<file path="src/rtl/vga_cap_pkg.sv">
// Shared constants and types for the VGA frame capture block.
// Default timing is standard 640x480@60.
package vga_cap_pkg;

    localparam int VGA_HPERIOD = 800;
    localparam int VGA_VPERIOD = 525;
    localparam int VGA_HBLANK  = 160;
    localparam int VGA_VBLANK  = 45;

    localparam int FIFO_WIDTH  = 26;

    typedef enum logic [1:0] {
        IDLE    = 2'd0,
        ARM     = 2'd1,
        CAPTURE = 2'd2,
        DRAIN   = 2'd3
    } cap_state_t;

    // Layout of one buffered word: start-of-frame, end-of-line, RGB888
    typedef struct packed {
        logic        sof;
        logic        eol;
        logic [23:0] data;
    } cap_word_t;

endpackage

</file>
<file path="src/rtl/vga_frame_capture_fifo.sv">
// Synchronous FIFO with a registered head word (cap_fifo).
// The head register counts as one of the DEPTH entries.
module cap_fifo
    import vga_cap_pkg::*;
#(
    parameter int WIDTH = FIFO_WIDTH,
    parameter int DEPTH = 16
) (
    input  logic                     clk,
    input  logic                     rst,
    input  logic                     wr_en,
    input  logic [WIDTH-1:0]         wr_data,
    input  logic                     rd_en,
    output logic [WIDTH-1:0]         rd_data,
    output logic [$clog2(DEPTH):0]   count,
    output logic                     full,
    output logic                     empty
);

    localparam int AW = $clog2(DEPTH);
    localparam int CW = AW + 1;

    logic [WIDTH-1:0] mem [DEPTH];
    logic [AW-1:0]    rd_ptr;
    logic [AW-1:0]    wr_ptr;
    logic [AW-1:0]    rd_ptr_next;
    logic [CW-1:0]    count_next;
    logic [WIDTH-1:0] head_next;
    logic             pop;
    logic             push;

    assign empty = (count == '0);
    assign full  = (count == CW'(DEPTH));
    assign pop   = rd_en && !empty;
    assign push  = wr_en && (!full || pop);

    // A word written into an otherwise empty FIFO bypasses memory into the head register
    always_comb begin
        rd_ptr_next = pop ? rd_ptr + 1'b1 : rd_ptr;
        count_next  = count + CW'(push) - CW'(pop);
        if (push && ((count - CW'(pop)) == '0)) begin
            head_next = wr_data;
        end else begin
            head_next = mem[rd_ptr_next];
        end
    end

    always_ff @(posedge clk) begin
        if (push) begin
            mem[wr_ptr] <= wr_data;
        end
    end

    always_ff @(posedge clk) begin
        if (rst) begin
            rd_ptr  <= '0;
            wr_ptr  <= '0;
            count   <= '0;
            rd_data <= '0;
        end else begin
            if (push) begin
                wr_ptr <= wr_ptr + 1'b1;
            end
            rd_ptr <= rd_ptr_next;
            count  <= count_next;
            if (count_next != '0) begin
                rd_data <= head_next;
            end
        end
    end

endmodule

</file>
<file path="src/rtl/vga_frame_capture.sv">
// Captures N frames of active video from a sync generator, expands colour to
// RGB888 and streams words through a ready/valid FIFO.
module vga_frame_capture
    import vga_cap_pkg::*;
#(
    parameter int HPERIOD    = VGA_HPERIOD,
    parameter int VPERIOD    = VGA_VPERIOD,
    parameter int HBLANK     = VGA_HBLANK,
    parameter int VBLANK     = VGA_VBLANK,
    parameter int CDEPTH     = 4,
    parameter int FIFO_DEPTH = 16
) (
    input  logic              CLK,
    input  logic              RST,
    input  logic [9:0]        HCNT,
    input  logic [9:0]        VCNT,
    input  logic [CDEPTH-1:0] VGA_R,
    input  logic [CDEPTH-1:0] VGA_G,
    input  logic [CDEPTH-1:0] VGA_B,
    input  logic              START,
    input  logic [7:0]        NFRAMES,
    input  logic              REPL,
    output logic [23:0]       OUT_DATA,
    output logic              OUT_SOF,
    output logic              OUT_EOL,
    output logic              OUT_VALID,
    input  logic              OUT_READY,
    output logic              BUSY,
    output logic              DONE,
    output logic              OVF
);

    localparam logic [9:0] H_FIRST = 10'(HBLANK);
    localparam logic [9:0] H_LAST  = 10'(HPERIOD - 1);
    localparam logic [9:0] V_FIRST = 10'(VBLANK);
    localparam logic [9:0] V_LAST  = 10'(VPERIOD - 1);

    cap_state_t  state;
    cap_state_t  state_next;

    logic [9:0]        s1_hcnt;
    logic [9:0]        s1_vcnt;
    logic [CDEPTH-1:0] s1_r;
    logic [CDEPTH-1:0] s1_g;
    logic [CDEPTH-1:0] s1_b;

    logic [7:0] frames_left;
    logic       ovf_flag;

    logic raw_fstart;
    logic s1_active;
    logic s1_fstart;
    logic s1_fend;
    logic s1_eol;
    logic push_req;
    logic push_ok;
    logic pop;
    logic drain_done;

    cap_word_t                   push_word;
    cap_word_t                   fifo_word;
    logic [$clog2(FIFO_DEPTH):0] fifo_count;
    logic                        fifo_full;
    logic                        fifo_empty;

    // Repeat the channel MSB-first across 8 bits, or stop after one copy for zero-fill
    function automatic logic [7:0] expand(input logic [CDEPTH-1:0] c, input logic repl);
        logic [7:0] r;
        r = '0;
        for (int i = 0; i < 8; i++) begin
            if (repl || (i < CDEPTH)) begin
                r[7-i] = c[CDEPTH-1-(i % CDEPTH)];
            end
        end
        return r;
    endfunction

    always_ff @(posedge CLK) begin
        if (RST) begin
            s1_hcnt <= '0;
            s1_vcnt <= '0;
            s1_r    <= '0;
            s1_g    <= '0;
            s1_b    <= '0;
        end else begin
            s1_hcnt <= HCNT;
            s1_vcnt <= VCNT;
            s1_r    <= VGA_R;
            s1_g    <= VGA_G;
            s1_b    <= VGA_B;
        end
    end

    // Arming looks at the live counters so the frame-start pixel is already
    // in stage 1 on the first CAPTURE cycle; frame end is judged in stage 1.
    assign raw_fstart = (HCNT == H_FIRST) && (VCNT == V_FIRST);
    assign s1_active  = (s1_hcnt >= H_FIRST) && (s1_vcnt >= V_FIRST);
    assign s1_fstart  = (s1_hcnt == H_FIRST) && (s1_vcnt == V_FIRST);
    assign s1_fend    = (s1_hcnt == H_LAST) && (s1_vcnt == V_LAST);
    assign s1_eol     = (s1_hcnt == H_LAST);

    assign push_req       = (state == CAPTURE) && s1_active;
    assign pop            = OUT_VALID && OUT_READY;
    assign push_ok        = !fifo_full || pop;
    assign push_word.sof  = s1_fstart;
    assign push_word.eol  = s1_eol;
    assign push_word.data = {expand(s1_r, REPL), expand(s1_g, REPL), expand(s1_b, REPL)};

    assign drain_done = (state == DRAIN) && (fifo_count == '0) && !push_req;

    always_comb begin
        state_next = state;
        case (state)
            IDLE:    if (START) state_next = ARM;
            ARM:     if (raw_fstart) state_next = CAPTURE;
            CAPTURE: if (s1_fend && (frames_left == 8'd1)) state_next = DRAIN;
            DRAIN:   if (drain_done) state_next = IDLE;
            default: state_next = IDLE;
        endcase
    end

    always_ff @(posedge CLK) begin
        if (RST) begin
            state       <= IDLE;
            frames_left <= '0;
            ovf_flag    <= 1'b0;
        end else begin
            state <= state_next;
            if ((state == IDLE) && START) begin
                frames_left <= (NFRAMES == 8'd0) ? 8'd1 : NFRAMES;
                ovf_flag    <= 1'b0;
            end else begin
                if ((state == CAPTURE) && s1_fend && (frames_left != 8'd0)) begin
                    frames_left <= frames_left - 8'd1;
                end
                if (push_req && !push_ok) begin
                    ovf_flag <= 1'b1;
                end
            end
        end
    end

    cap_fifo #(
        .WIDTH (FIFO_WIDTH),
        .DEPTH (FIFO_DEPTH)
    ) u_fifo (
        .clk     (CLK),
        .rst     (RST),
        .wr_en   (push_req),
        .wr_data (push_word),
        .rd_en   (OUT_READY),
        .rd_data (fifo_word),
        .count   (fifo_count),
        .full    (fifo_full),
        .empty   (fifo_empty)
    );

    assign OUT_VALID = !fifo_empty;
    assign OUT_DATA  = fifo_word.data;
    assign OUT_SOF   = fifo_word.sof;
    assign OUT_EOL   = fifo_word.eol;
    assign BUSY      = (state != IDLE);
    assign DONE      = drain_done;
    assign OVF       = ovf_flag;

endmodule

</file>
<file path="config.mk">
export PLATFORM = sky130hd
export DESIGN_NAME = vga_frame_capture
export DESIGN_NICKNAME = d
export VERILOG_FILES = /design/src/rtl/vga_cap_pkg.sv /design/src/rtl/vga_frame_capture_fifo.sv /design/src/rtl/vga_frame_capture.sv
export SDC_FILE = /design/constraint.sdc
export NUM_CORES = 1
export LEC_CHECK = 0
export ABC_AREA = 1
export BUFFER_PORTS_ARGS = -buffer_cell sky130_fd_sc_hd__buf_4
export CAP_MARGIN = 10
export CORE_ASPECT_RATIO = 1.75
export CORE_MARGIN = 2
export CORE_UTILIZATION = 56
export DETAILED_ROUTE_END_ITERATION = 16
export GPL_ROUTABILITY_DRIVEN = 0
export PLACE_DENSITY = 0.75
export SETUP_SLACK_MARGIN = 0.1
export SLEW_MARGIN = 25
export SYNTH_ARGS = -nofsm -noshare
export SYNTH_HDL_FRONTEND = slang
export SYNTH_HIERARCHICAL = 1
export SYNTH_SLANG_ARGS = --single-unit
</file>
<file path="constraint.sdc">
create_clock -name CLK -period 3.17 [get_ports CLK]
set_input_delay 0.4755 -clock CLK [delete_from_list [all_inputs] [get_ports CLK]]
set_output_delay 0.4755 -clock CLK [all_outputs]
set_load 0.02 [all_outputs]
</file>
==> impl_metrics.json <==
{
  "synth_edf_count": 416,
  "worstMarginPinSlew_ps": 842,
  "core.rowCount": 96,
  "busiest_layer": "met2",
  "use_met1_pct": 33.9,
  "synthXorXnorAreaFrac_pct": 0.602,
  "synth_area_per_cell_um2": 9.89,
  "min_to": "s1_g[3]$_SDFF_PP0_",
  "worstPathMaxFanout": 7,
  "critPathCaptureType": "register",
  "synth_compound_area_share_pct": 2.46,
  "synthMuxAreaShare_pct": 0,
  "cp-start-kind": "register",
  "synth_area_leader_cell": "edfxtp_1",
  "route.detailed.wl_per_inst_um": 20.9,
  "syn-num-nets": 2295,
  "cts_made_buffers": 43,
  "layout.cells.non_filler": 2824,
  "postCtsHoldBufs": 0,
  "report.final.slew_viol_count": 0,
  "vias": 16500,
  "grt_pass1_wl_mm": 88.2,
  "syn-cell-area_mm2": 0.0220,
  "grt_max_degree": 163,
  "clk_pin_slew_ps": 70,
  "via_per_inst": 5.83,
  "maxCapViolations": 0,
  "grt_overflow": 0,
  "synth_cell_types": 43,
  "worstReg2RegStart": "u_fifo/count[2]$_SDFF_PP0_",
  "synth_commonest_cells": "nand2_1 (557), nand3_1 (479), edfxtp_1 (416)",
  "grtUsageMet3_pct": 3.98,
  "synth-main-ff-cell": "edfxtp_1",
  "vdd_drop_max_mv": 0.760,
  "dpl_cell_area_mm2": 0.0234,
  "max_freq_mhz": 330,
  "powerDensity_mw_per_mm2": 819,
  "min_path_cells": 3,
  "finalCritPeriodShare_pct": 95.5,
  "use_met2_pct": 48.7,
  "pin_count": 75,
  "synth_top_cell_area_share_pct": 56.7,
  "async_flop_share_pct": 0,
  "clock_sinks": 498,
  "antenna_found_initial": 0,
  "r2r_setup_slack_ps": 140,
  "setup_viol": 0,
  "fillCellCount": 2881,
  "drt_iter0_markers": 1925,
  "syn_inst": 2228,
  "die_w_um": 154,
  "cts_root_buf": "clkbuf_16",
  "yosysSeqAreaShare_pct": 64.1,
  "fin_skew_ps": 23.2,
  "synth_top_family_by_area": "simple AND/OR/NAND/NOR gates",
  "die_height_um": 266,
  "coreArea_mm2": 0.0390,
  "ant_nets": 0,
  "synth-simple-area-share_pct": 23.8,
  "outcome": "finished, final reports clean",
  "dp.cells": 2728,
  "dp_hpwl_mm": 32.1,
  "worst-setup-path-type": "reg -> reg",
  "clk_latency_ps": 560,
  "io_buffers": 74,
  "hold_start": "VGA_G[3]",
  "hold_viol": 0,
  "fin_area_mm2": 0.0252,
  "grt_pass1_vias": 16200,
  "finalWirelength_mm": 59.0,
  "h-tree-depth": 2,
  "fin_nets": 2369,
  "fin_tns_setup_ps": 0,
  "p_leak_nw": 10.6,
  "synth.area.top_cells": "edfxtp_1 (57%), nand3_1 (11%), nand2_1 (9.5%)",
  "synthAdderAreaFrac_pct": 1.28,
  "ys_ff_latch": 498,
  "layout-drive-gt1-share_pct": 12.8,
  "yosys_warnings": 6,
  "clockBufferDepth": 3,
  "dieArea_mm2": 0.0410,
  "cts_tree": "yes",
  "area_growth_pct": 14.1,
  "drc": 0,
  "start_util_pct": 56.5,
  "timing.rr.end": "u_fifo/rd_data[5]$_SDFFE_PP0P_",
  "grt.total_usage_pct": 28.1,
  "critPathArrivalTime_ps": 3470,
  "synth_most_common_cell": "nand2_1",
  "period_minus_slack_ps": 3030,
  "diodes": 0,
  "relSlewSlack_pct": 43.8,
  "min_path_type": "in -> reg",
  "reg2regPathDepth": 20,
  "first_pass_iters": 5,
  "cp.required_ps": 3610
}
==> sequential cells by signal, indices dropped and copies added, names as in the netlist, 2 cells and up <==
name	cells
u_fifo/mem	416
u_fifo/rd_data	26
s1_hcnt	10
s1_vcnt	10
frames_left	8
u_fifo/count	5
s1_b	4
s1_g	4
s1_r	4
u_fifo/rd_ptr	4
u_fifo/wr_ptr	4
state	2
==> worst max-delay path by stage <==
| stage | startpoint | endpoint | slack, ps |
|---|---|---|---|
| 5_1_grt | state[0]$_SDFFE_PP0P_ | u_fifo/rd_data[5]$_SDFFE_PP0P_ | -20 |
| 4_1_cts | state[0]$_SDFFE_PP0P_ | u_fifo/rd_data[11]$_SDFFE_PP0P_ | 50 |
| 2_1_floorplan | u_fifo/count[3]$_SDFF_PP0_ | u_fifo/rd_data[0]$_SDFFE_PP0P_ | 170 |
| 3_3_place_gp | u_fifo/count[3]$_SDFF_PP0_ | u_fifo/rd_data[5]$_SDFFE_PP0P_ | 170 |
| 3_5_place_dp | u_fifo/count[3]$_SDFF_PP0_ | u_fifo/rd_data[11]$_SDFFE_PP0P_ | -30 |
| 6_report | u_fifo/count[2]$_SDFF_PP0_ | u_fifo/rd_data[5]$_SDFFE_PP0P_ | 140 |
==> critical path: stages (launching register included) <==
cell	delay (ps)
dfxtp_4	370
inv_2	50
ha_4	170
nand3_4	90
nand2_4	80
nand2_2	90
nand2_4	60
inv_2	60
nand2_1	50
nand2_1	70
ha_2	200
inv_2	50
fa_2	390
o21ai_2	170
a21oi_2	90
xor2_1	210
nand4_1	140
buf_6	190
clkbuf_16	190
o21ai_1	150
a21oi_2	40
==> stage by stage <==
stage	utilization (%)	hold slack (ps)	power, mW	setup slack (ps)
5_1_grt	64.4	123	21.6	-15.6
6_report	64.4	116	20.6	141
4_1_cts	63.6	106	20.1	53.7
3_3_place_gp	60.0	451	14.6	167
2_1_floorplan	-	439	12.8	174
3_5_place_dp	60.0	461	14.8	-32.3
==> placed cells by master, fill, tap and decap left out, drive strengths merged <==
master / instances
a211oi: 1
a21oi: 40
a22oi: 1
buf: 150
bufinv: 2
clkbuf: 67
clkinv: 5
clkinvlp: 1
dfxtp: 82
edfxtp: 416
fa: 1
ha: 21
inv: 294
nand2: 563
nand3: 482
nand3b: 1
nand4: 6
nor2: 104
nor3: 5
nor3b: 1
nor4: 3
o2111ai: 1
o211ai: 8
o21a: 2
o21ai: 42
or2: 22
xnor2: 4
xor2: 9
==> cell families (layout without fill, tap and decap cells) <==
logic type	after synthesis	count (layout)
AND/OR/NAND/NOR	1187	1187
flip-flops	498	498
buffers and inverters	413	519
AO/OA/AOI/OAI	95	95
adder cells (fa/ha/maj)	22	22
XOR/XNOR	13	13
==> layout make-up <==
type	count	area (µm²)	share of cell area [%]
sequential	498	14100	56.2
tap	490	613	2.44
multi-input combinational	1317	6490	25.8
clock inverter	13	126	0.502
timing repair buffer	153	1450	5.76
clock buffer	64	1230	4.88
inverter	289	1090	4.35
==> per-layer routing <==
metal | vias to the layer above | wire (µm) | part of all wire (%)
met3 | 215 | 5230 | 8.9
met5 | - | 0 | 0
met2 | 921 | 29600 | 50
li1 | 7534 | - | -
met1 | 7795 | 20900 | 35
met4 | 0 | 3350 | 5.7
==> power by group <==
group          switching, mW  internal, mW  leakage (nW)
clock                   2.29          2.86         0.660
sequential             0.302          7.38          4.49
combinational           5.13          2.65          5.42
total                   7.72          12.9          10.6
==> timing repair <==
action / 4_1_cts / 5_1_grt
endpoints found under the hold margin: 0 / 0
pin swaps: 1 / 16
setup buffers: 2 / 12
endpoints found under the setup margin: 26 / 26
resized for setup: 10 / 74
cloned: 1 / 4
No activity file was read; power rests on OpenSTA's default activity.
